`src/rtl/fifo_uart_tx.sv`:
```
// Serial transmitter that pops words from the upstream byte FIFO and sends each
// as an asynchronous frame: start, data LSB first, optional even parity, stop.
module fifo_uart_tx #(
   parameter int DATA_W       = 8,
   parameter int CLKS_PER_BIT = 4,
   parameter int PARITY_EN    = 0
) (
   input  logic              clk,
   input  logic              rst,
   input  logic              fifo_empty,
   input  logic [DATA_W-1:0] fifo_data,
   output logic              fifo_read_enable,
   output logic              tx_serial,
   output logic              busy,
   output logic              frame_done
);

   localparam int CW = (CLKS_PER_BIT > 1) ? $clog2(CLKS_PER_BIT) : 1;
   localparam int BW = (DATA_W > 1) ? $clog2(DATA_W) : 1;
   localparam logic [CW-1:0] CNT_LAST = CW'(CLKS_PER_BIT - 1);
   localparam logic [BW-1:0] BIT_LAST = BW'(DATA_W - 1);

   typedef enum logic [2:0] {
      S_IDLE, S_POP, S_LOAD, S_START, S_DATA, S_PARITY, S_STOP
   } state_t;

   state_t            state, state_n;
   logic [CW-1:0]     cnt, cnt_n;
   logic [BW-1:0]     bit_idx, bit_idx_n;
   logic [DATA_W-1:0] shreg, shreg_n;
   logic              par, par_n;
   logic              rd_n, tx_n, busy_n, done_n;
   logic              bit_end;

   assign bit_end = (cnt == CNT_LAST);

   always_comb begin
      state_n   = state;
      cnt_n     = cnt;
      bit_idx_n = bit_idx;
      shreg_n   = shreg;
      par_n     = par;
      case (state)
         S_IDLE: if (!fifo_empty) state_n = S_POP;
         S_POP:  state_n = S_LOAD;
         S_LOAD: begin
            shreg_n   = fifo_data;
            par_n     = ^fifo_data;
            cnt_n     = '0;
            bit_idx_n = '0;
            state_n   = S_START;
         end
         S_START: begin
            if (bit_end) begin
               cnt_n   = '0;
               state_n = S_DATA;
            end else begin
               cnt_n = cnt + CW'(1);
            end
         end
         S_DATA: begin
            if (bit_end) begin
               cnt_n   = '0;
               shreg_n = shreg >> 1;
               if (bit_idx == BIT_LAST) begin
                  bit_idx_n = '0;
                  state_n   = (PARITY_EN != 0) ? S_PARITY : S_STOP;
               end else begin
                  bit_idx_n = bit_idx + BW'(1);
               end
            end else begin
               cnt_n = cnt + CW'(1);
            end
         end
         S_PARITY, S_STOP: begin
            if (bit_end) begin
               cnt_n   = '0;
               state_n = (state == S_PARITY) ? S_STOP : S_IDLE;
            end else begin
               cnt_n = cnt + CW'(1);
            end
         end
         default: state_n = S_IDLE;
      endcase

      // Outputs are decoded from the next state so they can be registered
      // yet still line up with the state they belong to.
      rd_n   = (state_n == S_POP);
      busy_n = (state_n != S_IDLE);
      done_n = (state_n == S_STOP) && (cnt_n == CNT_LAST);
      case (state_n)
         S_START:  tx_n = 1'b0;
         S_DATA:   tx_n = shreg_n[0];
         S_PARITY: tx_n = par_n;
         default:  tx_n = 1'b1;
      endcase
   end

   always_ff @(posedge clk) begin
      if (rst) begin
         state            <= S_IDLE;
         cnt              <= '0;
         bit_idx          <= '0;
         shreg            <= '0;
         par              <= 1'b0;
         fifo_read_enable <= 1'b0;
         tx_serial        <= 1'b1;
         busy             <= 1'b0;
         frame_done       <= 1'b0;
      end else begin
         state            <= state_n;
         cnt              <= cnt_n;
         bit_idx          <= bit_idx_n;
         shreg            <= shreg_n;
         par              <= par_n;
         fifo_read_enable <= rd_n;
         tx_serial        <= tx_n;
         busy             <= busy_n;
         frame_done       <= done_n;
      end
   end

endmodule

```
`config.mk`:
```
export PLATFORM = sky130hd
export DESIGN_NAME = fifo_uart_tx
export DESIGN_NICKNAME = d
export VERILOG_FILES = /design/src/rtl/fifo_uart_tx.sv
export SDC_FILE = /design/constraint.sdc
export NUM_CORES = 1
export LEC_CHECK = 0
export BUFFER_PORTS_ARGS = -buffer_cell sky130_fd_sc_hd__buf_2
export CAP_MARGIN = 20
export CORE_MARGIN = 4
export CORE_UTILIZATION = 45
export DETAILED_ROUTE_END_ITERATION = 12
export GPL_TIMING_DRIVEN = 0
export HOLD_SLACK_MARGIN = 0.02
export PLACE_DENSITY_LB_ADDON = 0.1
export SLEW_MARGIN = 20
export SYNTH_ARGS = -nofsm -noshare
export SYNTH_HDL_FRONTEND = slang
export SYNTH_SLANG_ARGS = --single-unit
```
`constraint.sdc`:
```
create_clock -name clk -period 1.85 [get_ports clk]
set_input_delay 0.0925 -clock clk [delete_from_list [all_inputs] [get_ports clk]]
set_output_delay 0.0925 -clock clk [all_outputs]
set_load 0.03 [all_outputs]
```
# Word-level counts from Yosys, hierarchy flattened
# Cells that the tools add are included.
[totals] ff_bits=21 inputBits=11 out_inout_bits=4
[op_classes] add_sub_neg=2 n_eq_ne=15 muxes=16 reduce_logical=8
[ops] operator="$mux 3" count=8
[ops] operator="$eq 3x3->1 const B" count=7
[ops] operator="$pmux 3 s6" count=1
[ops] operator="$pmux 8 s2" count=1
[ops] operator="$eq 3x2->1 const B" count=3
[ops] operator="$mux 8" count=1
[ops] operator="$reduce_xor 8->1" count=1
[ops] operator="$eq 3x1->1 const B" count=2
[ops] operator="$pmux 3 s2" count=1
[ops] operator="$eq 2x2->1 const B" count=2
[ops] operator="$pmux 2 s2" count=1
[ops] operator="$reduce_or 4->1" count=1
[ops] operator="$add 3x1->3 const B" count=1
[ops] operator="$logic_not 3->1" count=1
[ops] operator="$pmux 1 s3" count=1
[ops] operator="$reduce_bool 3->1" count=1
[ops] operator="$add 2x1->2 const B" count=1
[ops] operator="$mux 2" count=1
[ops] operator="$ne 2x2->1 const B" count=1
[ops] operator="$reduce_and 2->1" count=1
[ops] operator="$reduce_bool 2->1" count=1
[ops] operator="$reduce_or 2->1" count=1
[ops] operator="$logic_and 1x1->1" count=1
[ops] operator="$mux 1" count=1

# Longest topological paths before layout
[logic_depth] word_depth=6 mapped_depth=7

# Worst setup path after synthesis
# OpenSTA, ideal clock, no wires.
[synth_path] kind="reg-to-reg" startpoint="register bit_idx[0]" endpoint="register busy" arrival_ns=1.341 path_slack_ns=0.382 stages_incl_launch_ff=7 path_buffers=0 period_less_slack_ns=1.468 cell_sequence="dfxtp_1 ha_1 ha_1 a21oi_1 or2_0 a31oi_1 or3_1"
[synth_via] elab_chain_len=5
[synth_lines] item="start: declaration" line="29" source="logic [BW-1:0] bit_idx, bit_idx_n;"
[synth_lines] item="start signal: assignment" line="113" source="bit_idx <= bit_idx_n;"
[synth_lines] item="$eq 3x3->1" line="65" source="if (bit_idx == BIT_LAST) begin"
[synth_lines] item="$mux 3" line="65"
[synth_lines] item="$mux 3" line="62" source="if (bit_end) begin"
[synth_lines] item="$pmux 3 s6" line="43" source="case (state)"
[synth_lines] item="$reduce_bool 3->1" line="89" source="busy_n = (state_n != S_IDLE);"
[synth_lines] item="end signal: assignment" line="118" source="busy <= busy_n;"
[synth_lines] item="end: declaration" line="14" source="output logic busy,"
# No other way between the ends.
# A chain may end at the register's enable or synchronous reset.

# Worst setup path after layout
[layout_path] startpoint="register cnt[0]" endpoint="register shreg[2]"
[layout_via] elab_chain_len=3
[layout_lines] item="start: declaration" line="28" source="logic [CW-1:0] cnt, cnt_n;"
[layout_lines] item="start signal: assignment" line="112" source="cnt <= cnt_n;"
[layout_lines] item="$eq 2x2->1" line="35" source="assign bit_end = (cnt == CNT_LAST);"
[layout_lines] item="$ne 2x2->1 (no line)"
[layout_lines] item="$reduce_and 2->1 (no line)"
[layout_lines] item="end signal: assignment" line="114" source="shreg <= shreg_n;"
[layout_lines] item="end: declaration" line="30" source="logic [DATA_W-1:0] shreg, shreg_n;"
# No other way between the ends.

==> impl_metrics.env <==
export IMPL_grt_pass1_vias=998
export IMPL_min_from="fifo_data[7]"
export IMPL_power_share_combinational=0.300
export IMPL_crit_fanout=10
export IMPL_wl_per_cell_um=14.62
export IMPL_hold_class="in -> reg"
export IMPL_design_area_um2=1323
export IMPL_synth_nets=144
export IMPL_critical_path_max_stage_delay_ns=0.39
export IMPL_final_cell_mix="dfxtp_1 (21), buf_2 (19), nor2_1 (13)"
export IMPL_finalSetupTns_ns=0
export IMPL_leakage_nw=0.5510
export IMPL_slew_viol_final=0
export IMPL_p_clk_frac=0.206
export IMPL_cts_root_buf="clkbuf_4"
export IMPL_seqPwrFrac=0.494
export IMPL_n_antenna_cell=0
export IMPL_die_h_um=59.29
export IMPL_start_kind="register"
export IMPL_drt_iter0_drc=27
export IMPL_cts_tree="done"
export IMPL_yosysWarnings=0
export IMPL_post_route_util=0.5290
export IMPL_r2r_end="shreg[2]"
export IMPL_path_clk_slew_ns=0.11
export IMPL_worstSetupEndpointType="register"
export IMPL_path_buf_inv=2
export IMPL_crit_family="buffers and inverters"
export IMPL_min_period_ns=1.630
export IMPL_r2r_cells=7
export IMPL_vias_per_cell=5.798
export IMPL_final_common_cell="dfxtp_1"
export IMPL_relSlewSlack=0.7002
export IMPL_netlist_instances=130
export IMPL_cts_resized=0
export IMPL_globalplace_congestion=0.7935
export IMPL_hold_path_end="shreg[7]"
export IMPL_insertion_delay_ns=0.30
export IMPL_nNetsFinal=163
export IMPL_portBuffers=13
export IMPL_p_int_w=0.0007181
export IMPL_crit_top_cell="buf_2"
export IMPL_critical_path_slowest_cell="dfxtp_1"
export IMPL_crit_chain="ha_1 > buf_2 > and3b_1 > buf_2 > o21bai_4 > a2bb2oi_1 > nor2_1"
export IMPL_holdPathStages=3
export IMPL_synth_flop_cell="dfxtp_1"
export IMPL_num_vias=1032
export IMPL_cap_violations=0
export IMPL_syn_cell_area_um2=1184
export IMPL_async_flop_share=0
export IMPL_htreeDepth=1
export IMPL_grt_max_degree=12
export IMPL_ys_types=39
export IMPL_worstMarginPinSlew_ns=0.4480
export IMPL_layout_drive_gt1_share=0.2230
export IMPL_drtPass1Iterations=4
export IMPL_clk_path_buf_depth=2
export IMPL_synth_edff_count=0
export IMPL_cts_sinks=21
export IMPL_rows=18
export IMPL_crit_required_ns=2.04
export IMPL_drc=0
export IMPL_core_area_um2=2500
export IMPL_rrSetupSlack_ns=0.22
export IMPL_clock_skew_ns=0.004704
export IMPL_crit_type="reg -> reg"
export IMPL_grt_antenna_before_repair=0
export IMPL_rsz0062_at_grt="no"
export IMPL_placed_cell_area_um2=1286
export IMPL_vdd_ir_drop_max_mv=0.6568
export IMPL_seq_area_frac_synth=0.3552
export IMPL_postCtsSetupBuffers=0
export IMPL_ys_ff_latch=21
export IMPL_critical_path_arrival_ns=1.82
export IMPL_r2r_start="cnt[0]"
export IMPL_postCtsHoldBufs=1
export IMPL_outcome="finished clean"
export IMPL_design_die_area_um2=3515
export IMPL_gr_total_overflow=0
export IMPL_grt_pass1_wl_mm=4.519
export IMPL_switching_share=0.3078
export IMPL_synth_area_per_cell_um2=9.105
export IMPL_grt_total_usage=0.1667
export IMPL_post_route_period_util=0.8812
export IMPL_cts_made_buffers=3
export IMPL_p_switching_w=0.0003194
export IMPL_clock_fmax_mhz=613.4
export IMPL_die_w_um=59.29
export IMPL_wl_mm=2.602
export IMPL_ant_nets=0
export IMPL_hpwl_mm=1.958
export IMPL_io_pins=15
export IMPL_initial_core_util=0.4735
export IMPL_power_density_nw_per_um2=784.5
export IMPL_hold_viol_final=0
export IMPL_setup_viol=0
export IMPL_area_growth_pct=11.73
==> cell usage after synthesis, types with 2 or more instances <==
library cell / count / area, µm²
dfxtp_1: 21 / 420.4
nor2_1: 13 / 48.80
a22oi_1: 8 / 60.06
a2bb2oi_1: 7 / 61.31
nand2_1: 7 / 26.28
xnor2_1: 7 / 61.31
a21oi_1: 6 / 30.03
buf_2: 6 / 30.03
a311oi_1: 4 / 35.03
nand2b_1: 4 / 25.02
o21ai_0: 4 / 20.02
a32oi_1: 3 / 26.28
buf_6: 3 / 33.78
ha_1: 3 / 37.54
nand3_1: 3 / 15.01
nor2b_1: 3 / 18.77
a21o_1: 2 / 15.01
and3b_1: 2 / 17.52
buf_4: 2 / 15.01
inv_1: 2 / 7.510
o21bai_4: 2 / 37.54
==> through the flow <==
stage / worst slack [ns] / total power [W] / std cells / hold slack, ns
finish: 0.2198 / 0.001038 / 178 / 0.08381
global route: 0.08161 / 0.001101 / 178 / 0.08454
CTS: 0.2115 / 0.001048 / 178 / 0.07774
detailed placement: 0.2286 / 0.0008328 / 173 / 0.2800
global placement: 0.2511 / 0.0008278 / 173 / 0.2760
floorplan: 0.3820 / 0.0007596 / 130 / 0.1686
==> worst max-delay path by stage <==
stage               startpoint       end  slack [ns]  cells after the start
floorplan           bit_idx[0]      busy        0.38                      6
global placement        cnt[0]  shreg[3]        0.25                      7
detailed placement      cnt[0]  shreg[2]        0.23                      7
CTS                     cnt[0]  shreg[2]        0.21                      7
global route            cnt[0]  shreg[2]        0.08                      7
finish                  cnt[0]  shreg[2]        0.22                      7
==> state kept, by name (all words and copies together) (netlist names) <==
name and cells:
cnt 2, shreg 8, fifo_read_enable 1, par 1, busy 1, tx_serial 1
bit_idx 3, state 3, frame_done 1
==> final cells by class <==
type                            count  area [µm²]
Inverter                            2       7.507
Multi-Input combinational cell     95       673.1
Sequential cell                    21       420.4
Timing Repair Buffer               14       75.07
Tap cell                           30       37.54
Fill cell                         241        1177
Buffer                             12       82.58
Clock buffer                        4       26.28
==> cell families after synthesis <==
kind of cell	after synthesis	synth area share
AOI/OAI and AO/OA	41	0.2770
xor gates and xnor gates	7	0.05180
adders and majority gates	3	0.03172
buffers and inverters	14	0.07610
DFF	21	0.3552
and+or+nand+nor	44	0.2083
==> worst register-to-register path: stages (launching register included) <==
cell	delay, ns
dfxtp_1	0.39
ha_1	0.18
buf_2	0.22
and3b_1	0.17
buf_2	0.19
o21bai_4	0.12
a2bb2oi_1	0.18
nor2_1	0.05
==> per-layer routing <==
layer,vias up,GRT usage,share of wire
li1,515,-,-
met3,2,0.04139,0.042
met5,-,0,0
met4,0,0.04207,0.0058
met2,21,0.2590,0.48
met1,494,0.2297,0.47
==> power by group through the flow <==
stage	Clock, W	Combinational [W]	Sequential, W
after detailed placement	0	0.000310	0.000523
final	0.000214	0.000312	0.000512
after floorplan	0	0.000223	0.000537
after CTS	0.000223	0.000313	0.000512
after global placement	0	0.000306	0.000522
after global routing	0.000240	0.000343	0.000518
(Power assumes the default switching activity.)
